===== src/rtl/led_step_ctrl.sv =====
// rtl/led_step_ctrl.sv - debounced speed/mode buttons driving step strobe and direction for the LED shifter
module led_step_ctrl #(
    parameter int DEB_CYCLES  = 1000000,
    parameter int BASE_PERIOD = 25000
) (
    input  logic       clk,
    input  logic       rst,
    input  logic       key_speed_n,
    input  logic       key_mode_n,
    output logic       step,
    output logic       dir,
    output logic       run,
    output logic [1:0] speed
);

    localparam int DW = (DEB_CYCLES > 1) ? $clog2(DEB_CYCLES) : 1;
    localparam int CW = $clog2(8 * BASE_PERIOD);
    localparam logic [DW-1:0] DEB_LAST = DW'(DEB_CYCLES - 1);
    localparam logic [CW:0]   BASE     = (CW+1)'(BASE_PERIOD);
    localparam logic [CW:0]   ONE      = (CW+1)'(1);

    typedef enum logic [1:0] {
        RUN_L = 2'd0,
        RUN_R = 2'd1,
        PAUSE = 2'd2
    } mode_e;

    // Index 0 is the speed key, index 1 the mode key.
    logic [1:0]         sync1_q, sync2_q;
    logic [1:0]         deb_q, deb_d;
    logic [1:0]         deb_dly_q;
    logic [1:0][DW-1:0] deb_cnt_q, deb_cnt_d;
    logic [1:0]         press;

    mode_e         state_q, state_d;
    logic [1:0]    speed_q, speed_d;
    logic [CW-1:0] step_cnt_q, step_cnt_d;
    logic          step_q, step_d;
    logic          dir_q, dir_d;
    logic          run_q, run_d;
    logic [CW:0]   period_m1;

    always_comb begin
        deb_d     = deb_q;
        deb_cnt_d = deb_cnt_q;
        for (int i = 0; i < 2; i++) begin
            if (sync2_q[i] == deb_q[i]) begin
                deb_cnt_d[i] = '0;
            end else if (deb_cnt_q[i] == DEB_LAST) begin
                deb_d[i]     = sync2_q[i];
                deb_cnt_d[i] = '0;
            end else begin
                deb_cnt_d[i] = deb_cnt_q[i] + DW'(1);
            end
        end
    end

    // Press is a falling edge of the debounced level; releases are ignored.
    assign press     = deb_dly_q & ~deb_q;
    assign period_m1 = (BASE << (2'd3 - speed_q)) - ONE;

    always_comb begin
        state_d = state_q;
        if (press[1]) begin
            case (state_q)
                RUN_L:   state_d = RUN_R;
                RUN_R:   state_d = PAUSE;
                PAUSE:   state_d = RUN_L;
                default: state_d = RUN_L;
            endcase
        end

        speed_d = speed_q;
        if (press[0]) begin
            speed_d = speed_q + 2'd1;
        end

        step_d     = 1'b0;
        step_cnt_d = step_cnt_q;
        if (run_q) begin
            if ({1'b0, step_cnt_q} == period_m1) begin
                step_d     = 1'b1;
                step_cnt_d = '0;
            end else begin
                step_cnt_d = step_cnt_q + CW'(1);
            end
        end
        if (press[0]) begin
            step_cnt_d = '0;
        end

        // PAUSE is only entered from RUN_R, so dir stays 1 there.
        dir_d = (state_d != RUN_L);
        run_d = (state_d != PAUSE);
    end

    always_ff @(posedge clk) begin
        if (rst) begin
            sync1_q    <= 2'b11;
            sync2_q    <= 2'b11;
            deb_q      <= 2'b11;
            deb_dly_q  <= 2'b11;
            deb_cnt_q  <= '0;
            state_q    <= RUN_L;
            speed_q    <= 2'd0;
            step_cnt_q <= '0;
            step_q     <= 1'b0;
            dir_q      <= 1'b0;
            run_q      <= 1'b1;
        end else begin
            sync1_q    <= {key_mode_n, key_speed_n};
            sync2_q    <= sync1_q;
            deb_q      <= deb_d;
            deb_dly_q  <= deb_q;
            deb_cnt_q  <= deb_cnt_d;
            state_q    <= state_d;
            speed_q    <= speed_d;
            step_cnt_q <= step_cnt_d;
            step_q     <= step_d;
            dir_q      <= dir_d;
            run_q      <= run_d;
        end
    end

    assign step  = step_q;
    assign dir   = dir_q;
    assign run   = run_q;
    assign speed = speed_q;

endmodule


===== config.mk =====
export PLATFORM = sky130hd
export DESIGN_NAME = led_step_ctrl
export DESIGN_NICKNAME = d
export VERILOG_FILES = /design/src/rtl/led_step_ctrl.sv
export SDC_FILE = /design/constraint.sdc
export NUM_CORES = 1
export LEC_CHECK = 0
export ABC_AREA = 1
export BUFFER_PORTS_ARGS = -buffer_cell sky130_fd_sc_hd__buf_2
export CAP_MARGIN = 0
export CORE_MARGIN = 3
export CORE_UTILIZATION = 40
export DETAILED_ROUTE_END_ITERATION = 6
export PLACE_DENSITY = 0.63
export SLEW_MARGIN = 30
export SYNTH_ARGS = -nofsm -noshare
export SYNTH_HDL_FRONTEND = slang
export SYNTH_SLANG_ARGS = --single-unit

===== constraint.sdc =====
create_clock -name clk -period 2.25 [get_ports clk]
set_input_delay 0 -clock clk [delete_from_list [all_inputs] [get_ports clk]]
set_output_delay 0 -clock clk [all_outputs]
set_load 0.005 [all_outputs]

==> flow_summary.ini <==
[floorplan]
die_y_um = 103
coreArea_sq_mm = 0.00893
dieArea_sq_mm = 0.0106
initial_core_util = 0.422
rows = 34
die_w_um = 103
ios = 9

[sta]
setup_viol = 0
tightest_slew_ns = 0.512
tns_ns = 0
hold_viol = 0
relSlewSlack = 0.657
fin_crit_sh = 0.897
final_max_slew_viol_count = 0
fmax_mhz = 495
setup_slack_ns = 0.231
hold_ws_ns = 0.415
worst_clock_skew_ns = 0.0143
rsz0062_at_grt = no
min_period_ns = 2.02

[final_layout]
final_cell_mix = nand2_1 (115), nor2_1 (90), dfxtp_1 (73), inv_1 (60), nand3_1 (35)
nets = 566
fin_util = 0.467
drive_gt1_frac = 0.0896
final_area_sq_mm = 0.00417
final_common_cell = nand2_1
area_growth_pct = 10.7
antennaDiodeCount = 0

[critical_path]
start_kind = register
crit_fanout = 13
worstSetupPathType = reg2reg
end_kind = register
r2r_cells = 9
worstPathArrival_ns = 2.25
required_ns = 2.48

[job]
maxCapViolCount = 0

[pwr]
p_leak_uw = 0.00147
vdd_drop_max_v = 0.000309
p_per_area_mw_per_mm2 = 596

[global_routing]
grt_pass1_wl_mm = 13.6
antenna_found_initial = 0
grt_max_degree = 21
grt_pass1_vias = 3046
gr-usage-all-layers = 0.161
grt_overflow = 0

[route]
drc = 0
final_antenna_net_count = 0
drtPass1Iterations = 4
viasPerCell = 4.95
avgRoutedWirePerCell_um = 11.7
routed_wl_mm = 7.82
drt_iter0_markers = 148
vias = 3296

[placed_design]
portBuffers = 8
placed_cell_area_sq_mm = 0.00390
gp_congestion = 0.912
dpl.hpwl_mm = 5.87
dp_slack_ns = 0.193

[clock_network]
clock-sinks = 73
cts_tree = done
cts_max_level = 3
worstSkewPairLatency_ns = 0.35
cts_made_buffers = 9
clk_root_buffer_cell = clkbuf_8
clockBufferDepth = 2
post_cts_buffers = 0
path_clk_slew_ns = 0.08

[logic_synthesis]
yosys_warnings = 0
ys_ff_latch = 73
syn-num-nets = 547
synth.avg_cell_area_sq_um = 7.05
ys_types = 36
synth_area_sq_mm = 0.00377
syn_inst = 534
ys_seq_area_frac = 0.388

[status]
outcome = complete, no violations

[min_path]
hold_depth = 1
hold_path_class = reg2reg
-- registers in the layout, indices dropped and copies added, names as in the netlist --
| signal | cells |
|---|---|
| sync2_q | 2 |
| deb_cnt_q | 40 |
| deb_q | 2 |
| speed | 2 |
| state_q | 2 |
| deb_dly_q | 2 |
| step_cnt_q | 18 |
| sync1_q | 2 |
| step | 1 |
| run | 1 |
| dir | 1 |
-- synth_stat cells (all sizes together) --
cell type | n | share of area
o31ai | 1 | 0.0020
o21bai | 1 | 0.0020
a31oi | 3 | 0.0050
dfxtp | 73 | 0.39
xor2 | 23 | 0.053
nor4 | 2 | 0.0033
nor3 | 26 | 0.040
inv | 63 | 0.063
nand2 | 117 | 0.12
o211ai | 1 | 0.0020
clkbuf | 1 | 0.0013
or2 | 9 | 0.015
o21ai | 10 | 0.013
nor3b | 4 | 0.0080
ha | 9 | 0.030
nand3b | 3 | 0.0060
a21boi | 1 | 0.0020
nor2 | 96 | 0.10
buf | 6 | 0.014
xnor2 | 9 | 0.021
and3 | 1 | 0.0020
a21oi | 21 | 0.029
nand3 | 36 | 0.049
o21a | 1 | 0.0020
nand4 | 17 | 0.028
-- repair_timing --
item                                    CTS  global route
hold buffers                              5             0
endpoints found under the hold margin     8             0
gates resized for setup                   0             1
endpoints found under the setup margin    0            13
-- critical path, stage by stage (launching register included) --
cell and delay (ns):
dfxtp_1 0.44, inv_1 0.15, ha_1 0.40, inv_1 0.08, nand2_1 0.04, o21ai_0 0.20
and3_2 0.25, nand3_2 0.12, nand2_4 0.16, nor2_1 0.06
-- path summary, 6_finish.rpt --
check	start	to	slack [ns]
setup / recovery	speed[0]	step_cnt_q[6]	0.23
hold reg to reg	sync1_q[1]	sync2_q[1]	0.41
setup reg to reg	speed[0]	step_cnt_q[6]	0.23
hold / removal	sync1_q[1]	sync2_q[1]	0.41
-- area by class of cell --
type / count / area, sq um
clock buffer: 9 / 124
inverter: 63 / 236
fill: 913 / 4760
timing repair buffer: 15 / 105
sequential: 73 / 1460
clock inverter: 7 / 93.8
tap: 108 / 135
multi-input combinational: 391 / 2010
-- metrics by stage --
stage          total power (uW)  std cells
6_report                   2480        666
5_1_grt                    2580        666
4_1_cts                    2520        666
3_5_place_dp               1380        645
3_3_place_gp               1380        645
2_1_floorplan              1370        534
-- power breakdown --
group | internal [uW] | switching (uW) | leakage [uW]
Combinational | 21.1 | 27.5 | 0.000773
Clock | 624 | 506 | 0.000106
Sequential | 1300 | 6.62 | 0.000590
Total | 1940 | 540 | 0.00147
-- cell families after synthesis --
family                   synth area share
buffers and inverters              0.0784
XOR/XNOR                           0.0744
AO/OA/AOI/OAI                      0.0571
flip-flops                          0.388
adder cells (fa/ha/maj)            0.0299
AND/OR/NAND/NOR                     0.372
-- routing by layer --
layer / track usage / up-vias / part of all wire
li1: - / 1745 / -
met1: 0.207 / 1488 / 0.49
met2: 0.261 / 55 / 0.46
met3: 0.0480 / 8 / 0.042
met4: 0.0478 / 0 / 0.0091
met5: 0 / - / 0
No activity file was read; power rests on OpenSTA's default activity.
